**src/rtl/serial_read.sv**
```systemverilog
// UART receiver: oversamples the async rx line, assembles LSB-first 1-start/N-data/1-stop frames.
// Latency: data_ready rises BAUD_DIVIDER/2 + (DATA_BITS+1)*BAUD_DIVIDER + 1 clks after rx_s is seen low.
// Backpressure: none on the line; an unread word is overwritten and reported with a 1-clk overrun pulse.
module serial_read #(
    parameter int BAUD_DIVIDER = 234,
    parameter int DATA_BITS    = 8
) (
    input  logic                 clk,
    input  logic                 rst_n,
    input  logic                 rx,
    input  logic                 read_ack,
    output logic [DATA_BITS-1:0] data,
    output logic                 data_ready,
    output logic                 RiP,
    output logic                 frame_err,
    output logic                 overrun
);

    localparam int CNT_W = $clog2(BAUD_DIVIDER);
    localparam int BIT_W = (DATA_BITS > 1) ? $clog2(DATA_BITS) : 1;

    localparam logic [CNT_W-1:0] CNT_HALF = CNT_W'(BAUD_DIVIDER / 2);
    localparam logic [CNT_W-1:0] CNT_LAST = CNT_W'(BAUD_DIVIDER - 1);
    localparam logic [BIT_W-1:0] BIT_LAST = BIT_W'(DATA_BITS - 1);

    typedef enum logic [1:0] {
        S_IDLE  = 2'd0,
        S_START = 2'd1,
        S_DATA  = 2'd2,
        S_STOP  = 2'd3
    } state_t;

    state_t               state_q, state_d;
    logic                 sync1_q;
    logic                 rx_s_q;
    logic [1:0]           hist_q;
    logic [CNT_W-1:0]     baud_cnt_q, baud_cnt_d;
    logic [BIT_W-1:0]     bit_cnt_q, bit_cnt_d;
    logic [DATA_BITS-1:0] shift_q, shift_d;
    logic [DATA_BITS-1:0] data_q, data_d;
    logic                 data_ready_q, data_ready_d;
    logic                 frame_err_q, frame_err_d;
    logic                 overrun_q, overrun_d;
    logic                 maj;
    logic                 load;

    // Two-flop synchronizer plus a short history of the synchronized line for the vote.
    // Line idles high, so everything resets to 1 to avoid a false start edge.
    always_ff @(posedge clk or negedge rst_n) begin
        if (!rst_n) begin
            sync1_q <= 1'b1;
            rx_s_q  <= 1'b1;
            hist_q  <= 2'b11;
        end else begin
            sync1_q <= rx;
            rx_s_q  <= sync1_q;
            hist_q  <= {hist_q[0], rx_s_q};
        end
    end

    // 2-of-3 vote over the current and two previous synchronized samples.
    always_comb begin
        maj = (rx_s_q & hist_q[0]) | (rx_s_q & hist_q[1]) | (hist_q[0] & hist_q[1]);
    end

    // State, counters and output registers.
    always_ff @(posedge clk or negedge rst_n) begin
        if (!rst_n) begin
            state_q      <= S_IDLE;
            baud_cnt_q   <= '0;
            bit_cnt_q    <= '0;
            shift_q      <= '0;
            data_q       <= '0;
            data_ready_q <= 1'b0;
            frame_err_q  <= 1'b0;
            overrun_q    <= 1'b0;
        end else begin
            state_q      <= state_d;
            baud_cnt_q   <= baud_cnt_d;
            bit_cnt_q    <= bit_cnt_d;
            shift_q      <= shift_d;
            data_q       <= data_d;
            data_ready_q <= data_ready_d;
            frame_err_q  <= frame_err_d;
            overrun_q    <= overrun_d;
        end
    end

    // Frame FSM: half-bit check of the start bit, then one mid-bit sample per full bit period.
    always_comb begin
        state_d     = state_q;
        baud_cnt_d  = baud_cnt_q + CNT_W'(1);
        bit_cnt_d   = bit_cnt_q;
        shift_d     = shift_q;
        frame_err_d = 1'b0;
        load        = 1'b0;

        case (state_q)
            S_IDLE: begin
                baud_cnt_d = '0;
                if (!rx_s_q) begin
                    state_d = S_START;
                end
            end
            S_START: begin
                if (baud_cnt_q == CNT_HALF) begin
                    baud_cnt_d = '0;
                    bit_cnt_d  = '0;
                    // A start bit that is high again at mid-bit was only a glitch.
                    state_d    = maj ? S_IDLE : S_DATA;
                end
            end
            S_DATA: begin
                if (baud_cnt_q == CNT_LAST) begin
                    baud_cnt_d           = '0;
                    shift_d              = shift_q >> 1;
                    shift_d[DATA_BITS-1] = maj;
                    if (bit_cnt_q == BIT_LAST) begin
                        state_d = S_STOP;
                    end else begin
                        bit_cnt_d = bit_cnt_q + BIT_W'(1);
                    end
                end
            end
            S_STOP: begin
                if (baud_cnt_q == CNT_LAST) begin
                    // Leave mid-stop-bit so a start edge right after the stop bit is caught.
                    baud_cnt_d  = '0;
                    state_d     = S_IDLE;
                    load        = maj;
                    frame_err_d = ~maj;
                end
            end
            default: begin
                state_d    = S_IDLE;
                baud_cnt_d = '0;
            end
        endcase
    end

    // Consumer handshake: a completed word wins over read_ack; overrun only when the old word was never taken.
    always_comb begin
        data_d       = data_q;
        data_ready_d = data_ready_q;
        overrun_d    = 1'b0;
        if (load) begin
            data_d       = shift_q;
            data_ready_d = 1'b1;
            overrun_d    = data_ready_q & ~read_ack;
        end else if (read_ack) begin
            data_ready_d = 1'b0;
        end
    end

    assign data       = data_q;
    assign data_ready = data_ready_q;
    assign frame_err  = frame_err_q;
    assign overrun    = overrun_q;
    assign RiP        = (state_q != S_IDLE);

endmodule

```
**config.mk**
```make
export PLATFORM = sky130hd
export DESIGN_NAME = serial_read
export DESIGN_NICKNAME = d
export VERILOG_FILES = /design/src/rtl/serial_read.sv
export SDC_FILE = /design/constraint.sdc
export NUM_CORES = 1
export LEC_CHECK = 0
export CAP_MARGIN = 20
export CORE_AREA = 2 2 62 64
export DETAILED_ROUTE_END_ITERATION = 12
export DIE_AREA = 0 0 64 66
export PLACE_DENSITY_LB_ADDON = 0.2
export SLEW_MARGIN = 0
export SYNTH_ARGS = -nofsm -noshare
export SYNTH_HDL_FRONTEND = slang
export SYNTH_SLANG_ARGS = --single-unit
export TNS_END_PERCENT = 5
```
**constraint.sdc**
```tcl
create_clock -name clk -period 2.15 [get_ports clk]
set_clock_uncertainty 0.2 [all_clocks]
set_input_delay 0.215 -clock clk [delete_from_list [all_inputs] [get_ports clk]]
set_output_delay 0.215 -clock clk [all_outputs]
set_load 0.02 [all_outputs]
```
==> run_results.csv <==
group,metric,value,unit
timing,maxSlewHeadroom,62.3,%
setup_path,start_kind,"flop",
floorplan,core.rowCount,22,
detailed_routing,route.met3.wl,115,um
place,hpwl,1680,um
timing,fin_setup_tns,0,ns
detailed_routing,route.detailed.vias_per_inst,5.07,
final_layout,finalInstanceArea,1800,sq um
detailed_routing,ant_nets,0,
detailed_routing,vias,963,
detailed_routing,drt_pass1_iterations,4,
setup_path,path_max_fanout,7,
timing,drv_slew,0,
place,dp.cells,182,
clock_network,clk_latency,0.36,ns
timing,finalHoldViolations,0,
power,power,1.07,mW
detailed_routing,dr.first_iter.drc_count,48,
detailed_routing,wl_met1,1170,um
clock_network,ctsHtreeMaxLevel,2,
clock_network,clk_path_buf_depth,2,
setup_path,critPathKind,"flop to output port",
final_layout,finalNetCount,149,
global_route,grt_max_degree,37,
final_layout,layout-drive-gt1-share,26.8,%
power,combPwrFrac,2.3,%
place,placed_cell_area,1750,sq um
synth,ys_seq_area_share,59.3,%
timing,period_minus_slack,2.03,ns
detailed_routing,topRoutingLayerUsed,"met4",
setup_path,max_stage_delay,0.55,ns
timing,whs,0.0495,ns
power,p_per_area,592,nW/um^2
global_route,antenna_found_initial,0,
setup_path,critical_path.slowest_cell,"clkdlybuf4s50_1",
detailed_routing,wirelength,2460,um
final_layout,diodes,0,
power,max-vdd-ir-drop,0.359,mV
place,place_ws,0.133,ns
clock_network,cts_sinks,36,
clock_network,clkTransAtPathRegs,0.12,ns
detailed_routing,drcViolationCount,0,
setup_path,reg2reg_from,"baud_cnt_q[1]",
synth,syn_area,1530,sq um
synth,ys_ff_latch,36,
setup_path,cp_cell_sequence,"inv_1, nand2_1, clkdlybuf4s50_1",
floorplan,io_pins,16,
timing,tightestPinTransition,0.562,ns
global_route,grt_pass1_wl,4550,um
global_route,grt_pass1_vias,985,
final_layout,fillers,312,
timing,fmax,0.492,GHz
timing,period_share,94.4,%
clock_network,holdBufCountCts,0,
clock_network,cts_tree,"yes",
power,cellLeakagePower,0.841,nW
synth,synth_nets,127,
run_status,run_status,"completed",
power,p_clk_share,33.5,%
clock_network,numCtsBuffers,5,
power,seqPwrFrac,64.2,%
final_layout,syn_to_final_growth,18.2,%
setup_path,end_kind,"output port",
power,switching_power,251,uW
synth,yosys_warnings,0,
synth,synth.avg_cell_area,12.8,sq um
final_layout,final_util,50.8,%
floorplan,fp.coreArea,3550,sq um
floorplan,die_area,4220,sq um
synth,synth_cell_type_count,30,
global_route,overflow,0,
floorplan,start_util,43.0,%
floorplan,die_y,66,um
place,io_buffers,15,
timing,setup_viol,0,
worst_hold_path,hold_path_class,"primary input to asynchronous set/reset pin",
power,p_int,817,uW
timing,rsz0062_at_grt,"false",
setup_path,arrival,1.62,ns
detailed_routing,routed-wl-met2,1100,um
global_route,track_usage,14.3,%
timing,setup_slack,0.119,ns
power,switching_share,23.5,%
final_layout,finalNonFillerCells,190,
floorplan,die-width,64,um
synth,syn_inst,119,
detailed_routing,wire_per_inst,13.0,um
place,gp_congestion,0.855,
clock_network,clockRootBuffer,"clkbuf_4",
setup_path,required,1.74,ns
flow_run,drv_cap,0,
-- sequential cells by signal, summed over array words and instances (netlist names), named ones only --
register,flops
data_ready,1
frame_err,1
state_q,1
overrun,1
data,8
baud_cnt_q,8
shift_q,8
bit_cnt_q,3
sync1_q,1
rx_s_q,1
hist_q,2
-- path summary, 6_finish.rpt --
kind,to,slack [ns],cells after the start
setup / recovery,RiP,0.12,3
hold / removal,shift_q[0],0.05,2
setup reg to reg,data[1],0.17,6
hold reg to reg,rx_s_q,0.16,0
max in group asynchronous,hist_q[1],1.34,2
min in group clk,sync1_q,0.07,1
-- cell families after synthesis --
kind of cell,after synthesis,share of synthesized area [%]
buf+inv,6,1.56
compound gates,10,4.59
xor+xnor,6,3.44
mux,17,12.5
flops,36,59.3
simple gates,39,14.6
fa+ha+maj,5,3.93
-- power by group through the flow --
stage	clock, mW	combinational (mW)	sequential (mW)
floorplan	0	0.00477	0.698
global placement	0	0.0251	0.698
detailed placement	0	0.0256	0.699
CTS	0.370	0.0256	0.686
global route	0.403	0.0284	0.687
finish	0.358	0.0242	0.686
-- cell usage in the layout (no fill, tap or decap), drive strengths merged --
cell type,count
a31oi,1
xor2,3
a22o,2
nand2b,1
nor2,12
inv,3
nand2,7
clkinv,3
o21ai,3
ha,4
dfrtp,32
nor4b,2
clkdlybuf4s50,15
buf,3
mux2,17
a211oi,1
and2,1
nor3,4
clkbuf,5
nor3b,1
xnor2,3
nand3,5
and3,3
dfstp,4
a31o,1
maj3,1
nand4,1
a311o,1
a21oi,1
and4bb,2
-- what timing repair did --
action	4_1_cts	5_1_grt
setup buffers	0	0
setup endpoints to repair	0	9
resized for setup	0	1
-- cell usage after synthesis, drive strengths merged --
cell     n  area, sq um
nand2b   1         6.26
nor2    12         52.6
and4bb   2         25.0
mux2    17          191
buf      1         5.00
xnor2    3         26.3
a21oi    1         5.00
a22o     2         17.5
dfstp    4          105
maj3     1         10.0
o21ai    3         15.0
inv      3         11.3
and3     3         18.8
nand3    5         25.0
a31o     1         8.76
nor3     4         20.0
dfrtp   32          801
nor4b    2         17.5
a211oi   1         7.51
xor2     3         26.3
nand4    1         6.26
clkbuf   2         7.51
a311o    1         10.0
nor3b    1         18.8
a31oi    1         6.26
ha       4         50.1
and2     1         6.26
nand2    7         26.3
-- metal layers --
metal	track usage (%)	up-vias
li1	-	463
met1	18.2	470
met2	21.5	22
met3	3.75	8
met4	8.97	0
met5	0	-
-- worst max-delay path, delay by kind of cell, from the launching register on --
kind,cells,cell delay [ns]
buffers and inverters,2,0.71
DFF,1,0.46
and+or+nand+nor,1,0.11
-- area by class of cell --
| type | count | area [sq um] | area share, % |
|---|---|---|---|
| repair buffers | 18 | 173 | 9.57 |
| well taps | 48 | 60.1 | 3.33 |
| clock inverters | 3 | 18.8 | 1.04 |
| inverters | 3 | 11.3 | 0.624 |
| multi-input cells | 77 | 597 | 33.1 |
| flip-flops and latches | 36 | 907 | 50.3 |
| clock buffers | 5 | 37.5 | 2.08 |
No activity file was read; power rests on OpenSTA's default activity.
